--- config.mk ---
export PLATFORM = sky130hd
export DESIGN_NAME = cpu_control_fsm
export DESIGN_NICKNAME = d
export VERILOG_FILES = /design/src/rtl/cpu_control_fsm.sv
export SDC_FILE = /design/constraint.sdc
export NUM_CORES = 1
export LEC_CHECK = 0
export ABC_AREA = 1
export CELL_PAD_IN_SITES_DETAIL_PLACEMENT = 1
export CELL_PAD_IN_SITES_GLOBAL_PLACEMENT = 1
export CORE_MARGIN = 4
export CORE_UTILIZATION = 29
export DETAILED_ROUTE_END_ITERATION = 6
export PLACE_DENSITY_LB_ADDON = 0.1
export SLEW_MARGIN = 20
export SYNTH_ARGS = -nofsm -noshare
export SYNTH_HDL_FRONTEND = slang
export SYNTH_SLANG_ARGS = --single-unit
--- constraint.sdc ---
create_clock -name clk -period 1.8 [get_ports clk]
set_input_delay 0.45 -clock clk [delete_from_list [all_inputs] [get_ports clk]]
set_output_delay 0.45 -clock clk [all_outputs]
set_load 0.005 [all_outputs]
--- src/rtl/cpu_control_fsm.sv ---
// Multicycle control unit for the 10-bit CPU. Sequences instructions through
// fetch, decode, execute and memory phases, and drives the datapath strobes.
// Memory accesses wait on mem_ready. A bounded wait counter turns a stuck
// bus into a sticky FAULT.
module cpu_control_fsm #(
    parameter int MEM_TIMEOUT = 16
) (
    input  logic       clk,
    input  logic       rst,
    input  logic [3:0] opcode,
    input  logic       z_ff,
    input  logic       mem_ready,
    output logic       ir_load,
    output logic       pc_inc,
    output logic       pc_load,
    output logic       mem_re,
    output logic       mem_we,
    output logic       addr_sel,
    output logic       reg_we,
    output logic [1:0] wb_sel,
    output logic [2:0] alu_op,
    output logic       ze,
    output logic       halted,
    output logic       fault,
    output logic [2:0] state_o
);

    localparam int CW = $clog2(MEM_TIMEOUT);

    localparam logic [3:0] OP_NOP = 4'h0;
    localparam logic [3:0] OP_ADD = 4'h1;
    localparam logic [3:0] OP_NOT = 4'h6;
    localparam logic [3:0] OP_LDI = 4'h7;
    localparam logic [3:0] OP_LD  = 4'h8;
    localparam logic [3:0] OP_ST  = 4'h9;
    localparam logic [3:0] OP_JMP = 4'hA;
    localparam logic [3:0] OP_JZ  = 4'hB;
    localparam logic [3:0] OP_JNZ = 4'hC;
    localparam logic [3:0] OP_CMP = 4'hD;
    localparam logic [3:0] OP_MOV = 4'hE;
    localparam logic [3:0] OP_HLT = 4'hF;

    localparam logic [2:0] ALU_SUB  = 3'd1;
    localparam logic [2:0] ALU_PASS = 3'd6;

    localparam logic [1:0] WB_IMM = 2'd1;
    localparam logic [1:0] WB_MEM = 2'd2;

    typedef enum logic [2:0] {
        FETCH  = 3'd0,
        DECODE = 3'd1,
        EXEC   = 3'd2,
        MEM    = 3'd3,
        HALT   = 3'd4,
        FAULT  = 3'd5
    } state_t;

    state_t        state_q, state_d;
    logic [CW-1:0] cnt_q, cnt_d;
    logic          timeout;

    assign timeout = (cnt_q == CW'(MEM_TIMEOUT - 1));

    // State and wait-counter registers with synchronous reset
    always_ff @(posedge clk) begin
        if (rst) begin
            state_q <= FETCH;
            cnt_q   <= '0;
        end else begin
            state_q <= state_d;
            cnt_q   <= cnt_d;
        end
    end

    // Next-state and output decode; reset forces every output low at once
    always_comb begin
        state_d  = state_q;
        cnt_d    = '0;
        ir_load  = 1'b0;
        pc_inc   = 1'b0;
        pc_load  = 1'b0;
        mem_re   = 1'b0;
        mem_we   = 1'b0;
        addr_sel = 1'b0;
        reg_we   = 1'b0;
        wb_sel   = 2'd0;
        alu_op   = 3'd0;
        ze       = 1'b0;
        halted   = 1'b0;
        fault    = 1'b0;
        state_o  = state_q;

        unique case (state_q)
            FETCH: begin
                mem_re = 1'b1;
                if (mem_ready) begin
                    ir_load = 1'b1;
                    pc_inc  = 1'b1;
                    state_d = DECODE;
                end else if (timeout) begin
                    state_d = FAULT;
                end else begin
                    cnt_d = cnt_q + CW'(1);
                end
            end
            DECODE: begin
                state_d = (opcode == OP_HLT) ? HALT : EXEC;
            end
            EXEC: begin
                state_d = FETCH;
                if (opcode >= OP_ADD && opcode <= OP_NOT) begin
                    alu_op = opcode[2:0] - 3'd1;
                    reg_we = 1'b1;
                    ze     = 1'b1;
                end else begin
                    case (opcode)
                        OP_CMP: begin
                            alu_op = ALU_SUB;
                            ze     = 1'b1;
                        end
                        OP_MOV: begin
                            alu_op = ALU_PASS;
                            reg_we = 1'b1;
                        end
                        OP_LDI: begin
                            reg_we = 1'b1;
                            wb_sel = WB_IMM;
                        end
                        OP_JMP: pc_load = 1'b1;
                        OP_JZ:  pc_load = z_ff;
                        OP_JNZ: pc_load = ~z_ff;
                        OP_LD, OP_ST: state_d = MEM;
                        OP_NOP: state_d = FETCH;
                        default: state_d = FETCH;
                    endcase
                end
            end
            MEM: begin
                addr_sel = 1'b1;
                if (opcode == OP_ST) begin
                    mem_we = 1'b1;
                end else begin
                    mem_re = 1'b1;
                end
                if (mem_ready) begin
                    if (opcode == OP_LD) begin
                        reg_we = 1'b1;
                        wb_sel = WB_MEM;
                    end
                    state_d = FETCH;
                end else if (timeout) begin
                    state_d = FAULT;
                end else begin
                    cnt_d = cnt_q + CW'(1);
                end
            end
            HALT: begin
                halted = 1'b1;
            end
            FAULT: begin
                fault = 1'b1;
            end
            default: begin
                state_d = FAULT;
            end
        endcase

        if (rst) begin
            state_d  = FETCH;
            cnt_d    = '0;
            ir_load  = 1'b0;
            pc_inc   = 1'b0;
            pc_load  = 1'b0;
            mem_re   = 1'b0;
            mem_we   = 1'b0;
            addr_sel = 1'b0;
            reg_we   = 1'b0;
            wb_sel   = 2'd0;
            alu_op   = 3'd0;
            ze       = 1'b0;
            halted   = 1'b0;
            fault    = 1'b0;
            state_o  = 3'd0;
        end
    end

endmodule

Word level (Yosys, flattened, before mapping)
Cells that the tools add are included.
Storage, ports and cells
  register bits: 7
  word-level logic and storage cells: 77
  input port bits: 8
Operators by class
  multiplexer cells: 47
  equal/unequal tests: 15
  $add $sub $neg: 2
  bitwise gates (word level): 2
  reductions and logical operators: 7
  $lt $le $gt $ge: 2
Operator list (number)
  $eq 4x4->1 const B: 9
  $mux 1: 28
  $mux 3: 8
  $pmux 3 s5: 1
  $mux 2: 5
  $reduce_or 2->1: 4
  $eq 3x2->1 const B: 2
  $eq 3x3->1 const B: 2
  $pmux 3 s2: 1
  $add 4x1->4 const B: 1
  $eq 4x3->1 const B: 1
  $ge 4x1->1 const B: 1
  $le 4x3->1 const B: 1
  $pmux 1 s2: 2
  $pmux 2 s2: 1
  $reduce_or 4->1: 1
  $eq 3x1->1 const B: 1
  $logic_not 3->1: 1
  $pmux 1 s3: 1
  $sub 3x1->3 const B: 1
  $not 1->1: 2
  $logic_and 1x1->1: 1

Logic depth before layout (Yosys ltp)
Gate-level depths: netlist (run 1).
  depth in word-level cells: 6
  depth in mapped cells: 8

Worst setup path after synthesis (run 1)
OpenSTA, ideal clock, no wires.
  path type: input-to-output
  start point: input opcode[1]
  end point: output reg_we
  path buffers: 0
  slack: 0.154 ns
  cell stages on the path: 7
  arrival time: 1.196 ns
  required time: 1.350 ns
  cells stage by stage: inv_1 -> ha_1 -> nand3b_2 -> nand3_2 -> o21ai_2 -> nand2_2 -> nand2_1
On the way
  longest elaborated chain between the ends: 6
  elaborated cells on any way between the ends: 13
  classes of those cells: 2 x order compare; 3 x eq/ne; 6 x mux; 2 x reduce/logical
RTL lines
  from (decl): line 10  | input logic [3:0] opcode,
  $eq 4x4->1 / $eq 4x3->1 (equally long branches): line 116  | case (opcode)
  $reduce_or 2->1 (no source line)
  $mux 1: line 116
  $mux 1: line 111  | if (opcode >= OP_ADD && opcode <= OP_NOT) begin
  $pmux 1 s2 (*): line 93  | unique case (state_q)
  $mux 1 (*): line 168  | if (rst) begin
  to (decl): line 19  | output logic reg_we,
Mark *: on every way between the ends. The rest lies on a longest branch, timed or not.

Worst setup path after layout (run 1)
  start point: input opcode[3]
  end point: output alu_op[2]
On the way
  longest elaborated chain between the ends: 5
  elaborated cells on any way between the ends: 9
  classes of those cells: 2 x order compare; 2 x eq/ne; 4 x mux; 1 x reduce/logical
RTL lines
  $ge 4x1->1, or another cell as far along: line 111
  $logic_and 1x1->1 / $pmux 3 s2 (equally long branches): line 111, 116
  $mux 3 (*): line 111
  $mux 3 (*): line 93
  $mux 3 (*): line 168
  to (decl): line 21  | output logic [2:0] alu_op,
Marks and branches as above.

==> results.json, run 1 <==
{
  "status": "complete, but fails checks",
  "violations": "setup timing",
  "ir_drop_uv": 417,
  "grt_pass1_vias": 1186,
  "core_sq_um": 2320,
  "drive_gt1_frac": 0.624,
  "fin_area_sq_um": 1560,
  "drc": 0,
  "p_per_area_nw_per_um2": 433,
  "drv_slew": 0,
  "period_needed_ns": 2.01,
  "power.total_uw": 675,
  "grt.overflow.total": 0,
  "cp_data_required_time_ns": 1.35,
  "dpl_cell_area_sq_um": 1200,
  "reg2reg_from": "cnt_q[0]$_SDFF_PP0_",
  "power_leakage_uw": 0.000807,
  "clock_sinks": 7,
  "clk_path_buf_depth": 2,
  "core.rowCount": 17,
  "avgSynthCellArea_sq_um": 6.23,
  "vias_per_cell": 5.11,
  "path_cells": "dlygate4sd2_1 -> inv_2 -> nand3_4 -> buf_6 -> o21ai_4 -> nand2_2 -> nor2_1 -> buf_2",
  "diodes": 0,
  "cp-startpoint": "opcode[3]",
  "io_buffers": 25,
  "vias": 1109,
  "rsz0062_at_grt": "true",
  "drt_wl_total_um": 4250,
  "slew_headroom": 0.855,
  "drt_iter0_drc": 39,
  "final-hold-violation-count": 0,
  "hold_buffers": 0,
  "synth_nets": 132,
  "grt_max_degree": 7,
  "drtPass1Iterations": 4,
  "fin_ws_ns": -0.205,
  "grt_pass1_wl_um": 5520,
  "tightest_slew_ns": 0.218,
  "syn_inst": 118,
  "synth_area_sq_um": 736,
  "slowest_stage": "dlygate4sd2_1",
  "crit_type": "in -> out",
  "grt_antenna_before_repair": 0,
  "ys_types": 25,
  "num_io_pins": 26,
  "finClkSkew_ns": 0.00259,
  "min_from": "cnt_q[0]$_SDFF_PP0_",
  "area_delta_synth_final_pct": 112,
  "worst-path-max-fanout": 4,
  "dieHeight_um": 58.4,
  "critPathMaxStageDelay_ns": 0.30,
  "setup_viol": 10,
  "hpwl_um": 2140,
  "cts_root_buf": "clkbuf_4",
  "synth-seq-cells": 7,
  "avgRoutedWirePerCell_um": 19.6,
  "fin_crit_sh": 1.11,
  "synth_top_cell_by_area": "dfxtp_1",
  "ys_top_cells_by_area": "dfxtp_1 (19%), nand2_1 (12%), nor2_1 (12%)",
  "yosys_warnings": 0,
  "max-cap-violations": 0,
  "grt_usage": 0.213,
  "clk_latency_ns": 0.26,
  "endpoint_kind": "output pin",
  "h-tree-depth": 1,
  "critPathLaunchType": "primary input",
  "cts_tree": "yes",
  "cts.reportedPaths.clkPinSlew_ns": 0.06,
  "place_congestion": 0.822,
  "cp.arrival_ns": 1.56,
  "final_nets": 204,
  "initial_core_util": 0.317,
  "hold_path.class": "reg -> reg",
  "ant_nets": 0,
  "cts_buffers": 3,
  "yosysSeqAreaShare": 0.190,
  "holdWs_ns": 0.501,
  "fmax_mhz": 499,
  "die_area_sq_um": 3410,
  "synth_top_area_share": 0.190,
  "die_w_um": 58.4
}
## what timing repair did
action                     CTS  global route
setup endpoints to repair   18            14
pin swaps                   12            10
gates resized for setup    121            32
buffers inserted            12             7
## flip-flops by register name, summed over array words and instances (netlist names)
signal / flops
cnt_q: 4
state_q: 3
## path summary, 6_finish.rpt
path	endpoint	slack, ns	depth (start not counted)
worst max-delay path	alu_op[2]	-0.21	8
worst min-delay path	cnt_q[0]$_SDFF_PP0_	0.50	1
worst max register to register	state_q[1]$_SDFFE_PP0N_	0.49	8
worst min register to register	cnt_q[0]$_SDFF_PP0_	0.50	1
## synth_stat cells
library cell	instances
inv_2	5
nand2_1	23
nor2_4	2
nor4_1	1
nor3_1	1
nand3b_2	1
a21oi_1	3
nand2_2	4
inv_1	13
nand3_2	3
nor2_1	23
o21ai_2	1
and2_1	1
clkinv_1	1
nor2_2	2
nor3_2	2
o2bb2ai_1	1
ha_1	6
nand3_1	10
xor2_1	2
dfxtp_1	7
o21ai_1	1
a31oi_1	2
buf_4	2
buf_2	1
## cell type report
class	instances	area, sq um
well taps	28	35.0
inverters	19	86.3
repair buffers	70	551
fillers	286	761
multi-input cells	89	711
clock buffers	4	26.3
flip-flops and latches	7	149
## cell families after synthesis
logic type	count (synthesis)	synth area share
AND/OR/NAND/NOR	73	0.491
buffers and inverters	22	0.124
AO/OA/AOI/OAI	8	0.0680
XOR/XNOR	2	0.0238
flip-flops	7	0.190
adder cells (fa/ha/maj)	6	0.102
## metrics by stage
stage | cells | utilization | TNS, ns | setup WS [ns]
after floorplan | 118 | - | 0 | 0.154
after global placement | 195 | 0.519 | -12.68 | -0.869
after detailed placement | 195 | 0.519 | -13.96 | -0.989
after CTS | 211 | 0.608 | -0.622 | -0.140
after global routing | 217 | 0.672 | -1.75 | -0.268
final | 217 | 0.672 | -1.29 | -0.205
## placed cells by master, fill, tap and decap left out, drive strengths merged, types with 2 or more instances in the layout
cell type    instances
ha                   6
a21oi                3
dfxtp                7
nor3                 3
clkbuf               7
nor2                27
o21ai                2
nand3               13
xor2                 2
a31oi                2
dlygate4sd2          6
nand2               27
buf                 60
inv                 18
## power breakdown
| group | total (uW) | switching (uW) | internal (uW) |
|---|---|---|---|
| clock | 151 | 66.2 | 85.1 |
| combinational | 348 | 185 | 163 |
| sequential | 175 | 11.2 | 164 |
## per-layer routing
metal / vias to the layer above / part of all wire / global-route usage
met3: 10 / 0.057 / 0.0526
met5: - / 0 / 0
met4: 0 / 0.028 / 0.0563
met1: 538 / 0.40 / 0.222
met2: 51 / 0.51 / 0.416
li1: 510 / - / -
## critical path, delay by kind of cell
| family | cells | cell delay [ns] |
|---|---|---|
| simple gates | 3 | 0.34 |
| buf+inv | 4 | 0.72 |
| compound gates | 1 | 0.05 |
(Power assumes the default switching activity.)
==> inputs of run 2 (changes only) <==
- CTS_CLUSTER_SIZE: not set -> 30
- clock period: 1.8 -> 2.21 ns (I/O delays scaled with it)
==> run 2 against run 1 <==
Effect of this change: the flow now finishes without violations; register-to-register slack improved by 0.54 ns; routed wire length fell by 31%; hold slack got worse by 0.052 ns; setup slack improved by 0.25 ns; critical path depth fell by 1; via count fell by 13%; final area fell by 16%; sequential share of layout area rose by 1.7 points.
==> results.json, run 2 (synthesized netlist as in run 1, its figures left out) <==
{
  "status": "finished, final reports clean",
  "cts_buffers": 3,
  "drtPass1Iterations": 4,
  "regMostFlops": "cnt_q",
  "worstRegToRegCells": 8,
  "rsz0062_at_grt": "true",
  "area_delta_synth_final_pct": 77.7,
  "grt_usage": 0.177,
  "grt_pass1_wl_um": 4600,
  "cts_tree": "yes",
  "slowest_stage": "dfxtp_1",
  "drive_gt1_frac": 0.471,
  "final_nets": 187,
  "io_buffers": 25,
  "cp.arrival_ns": 1.61,
  "final_common_cell": "buf_4",
  "grt_pass1_vias": 1014,
  "fin_crit_sh": 0.980,
  "cts.reportedPaths.clkPinSlew_ns": 0.06,
  "worstReg2RegEnd": "state_q[1]$_SDFFE_PP0N_",
  "hold_path.class": "reg -> reg",
  "setup_viol": 0,
  "p_per_area_nw_per_um2": 352,
  "reg2reg_from": "cnt_q[0]$_SDFF_PP0_",
  "crit_path_frequent_cell": "inv_2",
  "hold_depth": 1,
  "holdWs_ns": 0.448,
  "hold_buffers": 0,
  "fin_area_sq_um": 1310,
  "dieHeight_um": 58.4,
  "core.rowCount": 17,
  "timing.reg2reg.setup_slack_ns": 1.03,
  "diodes": 0,
  "vias": 970,
  "grt_max_degree": 8,
  "slew_headroom": 0.846,
  "drc": 0,
  "min_from": "cnt_q[0]$_SDFF_PP0_",
  "hold_end": "cnt_q[0]$_SDFF_PP0_",
  "power_leakage_uw": 0.000658,
  "h-tree-depth": 1,
  "period_needed_ns": 2.16,
  "drv_slew": 0,
  "reg.largest.list": "cnt_q x4, state_q x3",
  "crit_type": "reg -> out",
  "fmax_mhz": 462,
  "hpwl_um": 2040,
  "drt_iter0_drc": 18,
  "critPathMaxStageDelay_ns": 0.32,
  "largest_reg_flops": 4,
  "place_congestion": 0.774,
  "grt_antenna_before_repair": 0,
  "drt_wl_total_um": 2940,
  "avgRoutedWirePerCell_um": 14.7,
  "die_w_um": 58.4,
  "clk_latency_ns": 0.26,
  "clock_sinks": 7,
  "finClkSkew_ns": 0.000501,
  "final_cell_mix": "buf_4 (27), nor2_1 (21), nand2_1 (20)",
  "cp_data_required_time_ns": 1.66,
  "critPathLaunchType": "flip-flop",
  "tightest_slew_ns": 0.232,
  "dp_cells": 191,
  "clk_path_buf_depth": 2,
  "final-hold-violation-count": 0,
  "grt.overflow.total": 0,
  "endpoint_kind": "output pin",
  "post-route-util": 0.564,
  "path_cells": "inv_2 -> nand3_2 -> nor2_4 -> inv_2 -> nor2_2 -> and2_4 -> dlygate4sd2_1",
  "fin_ws_ns": 0.0452,
  "worst-path-max-fanout": 7,
  "num_io_pins": 26,
  "max-cap-violations": 0,
  "core_sq_um": 2320,
  "die_area_sq_um": 3410,
  "initial_core_util": 0.317,
  "ant_nets": 0,
  "cts_root_buf": "clkbuf_4",
  "dpl_cell_area_sq_um": 1170,
  "instances_no_fill": 200,
  "post-place-ws_ns": -0.751,
  "ir_drop_uv": 407,
  "vias_per_cell": 4.85
}
-- run 2: worst max path at each step --
stage,cells after the start,slack (ns),from,to
CTS,9,0.0009,opcode[0],alu_op[1]
global route,7,-0.04,state_q[2]$_SDFFE_PP0N_,wb_sel[0]
finish,7,0.05,state_q[2]$_SDFFE_PP0N_,wb_sel[0]
detailed placement,8,-0.75,opcode[1],alu_op[1]
global placement,9,-0.66,opcode[1],alu_op[2]
floorplan,7,0.36,opcode[1],reg_we
-- run 2: final cells by class --
class                           count  area, sq um
Fill cell                         309         1010
Inverter                           19         78.8
Clock buffer                        4         26.3
Timing Repair Buffer               53          419
Sequential cell                     7          148
Multi-Input combinational cell     89          601
Tap cell                           28         35.0
-- run 2: layer usage --
layer,up-vias,track usage,share of wire
met2,24,0.324,0.56
met3,4,0.0614,0.042
met4,0,0.0596,0.012
li1,478,-,-
met5,-,0,0
met1,464,0.188,0.39
-- run 2: where the power goes --
group / internal, uW / switching (uW) / total, uW
sequential: 133 / 9.59 / 143
combinational: 86.5 / 102 / 188
clock: 69.7 / 59.8 / 130
total: 290 / 171 / 461
-- run 2: timing repair --
item	CTS	global route
resized for setup	58	20
cloned	0	0
setup buffers	2	3
pin swaps	3	4
setup endpoints to repair	18	9
-- run 2: metrics by stage --
stage | total power, uW | setup TNS [ns]
floorplan | 224 | 0
global placement | 304 | -8.74
detailed placement | 309 | -9.65
CTS | 448 | 0
global route | 493 | -0.0903
finish | 461 | 0
-- run 2: critical path, delay by kind of cell, from the launching register on --
kind          cells  cell delay (ns)
buf+inv           3             0.43
flops             1             0.32
simple gates      4             0.59
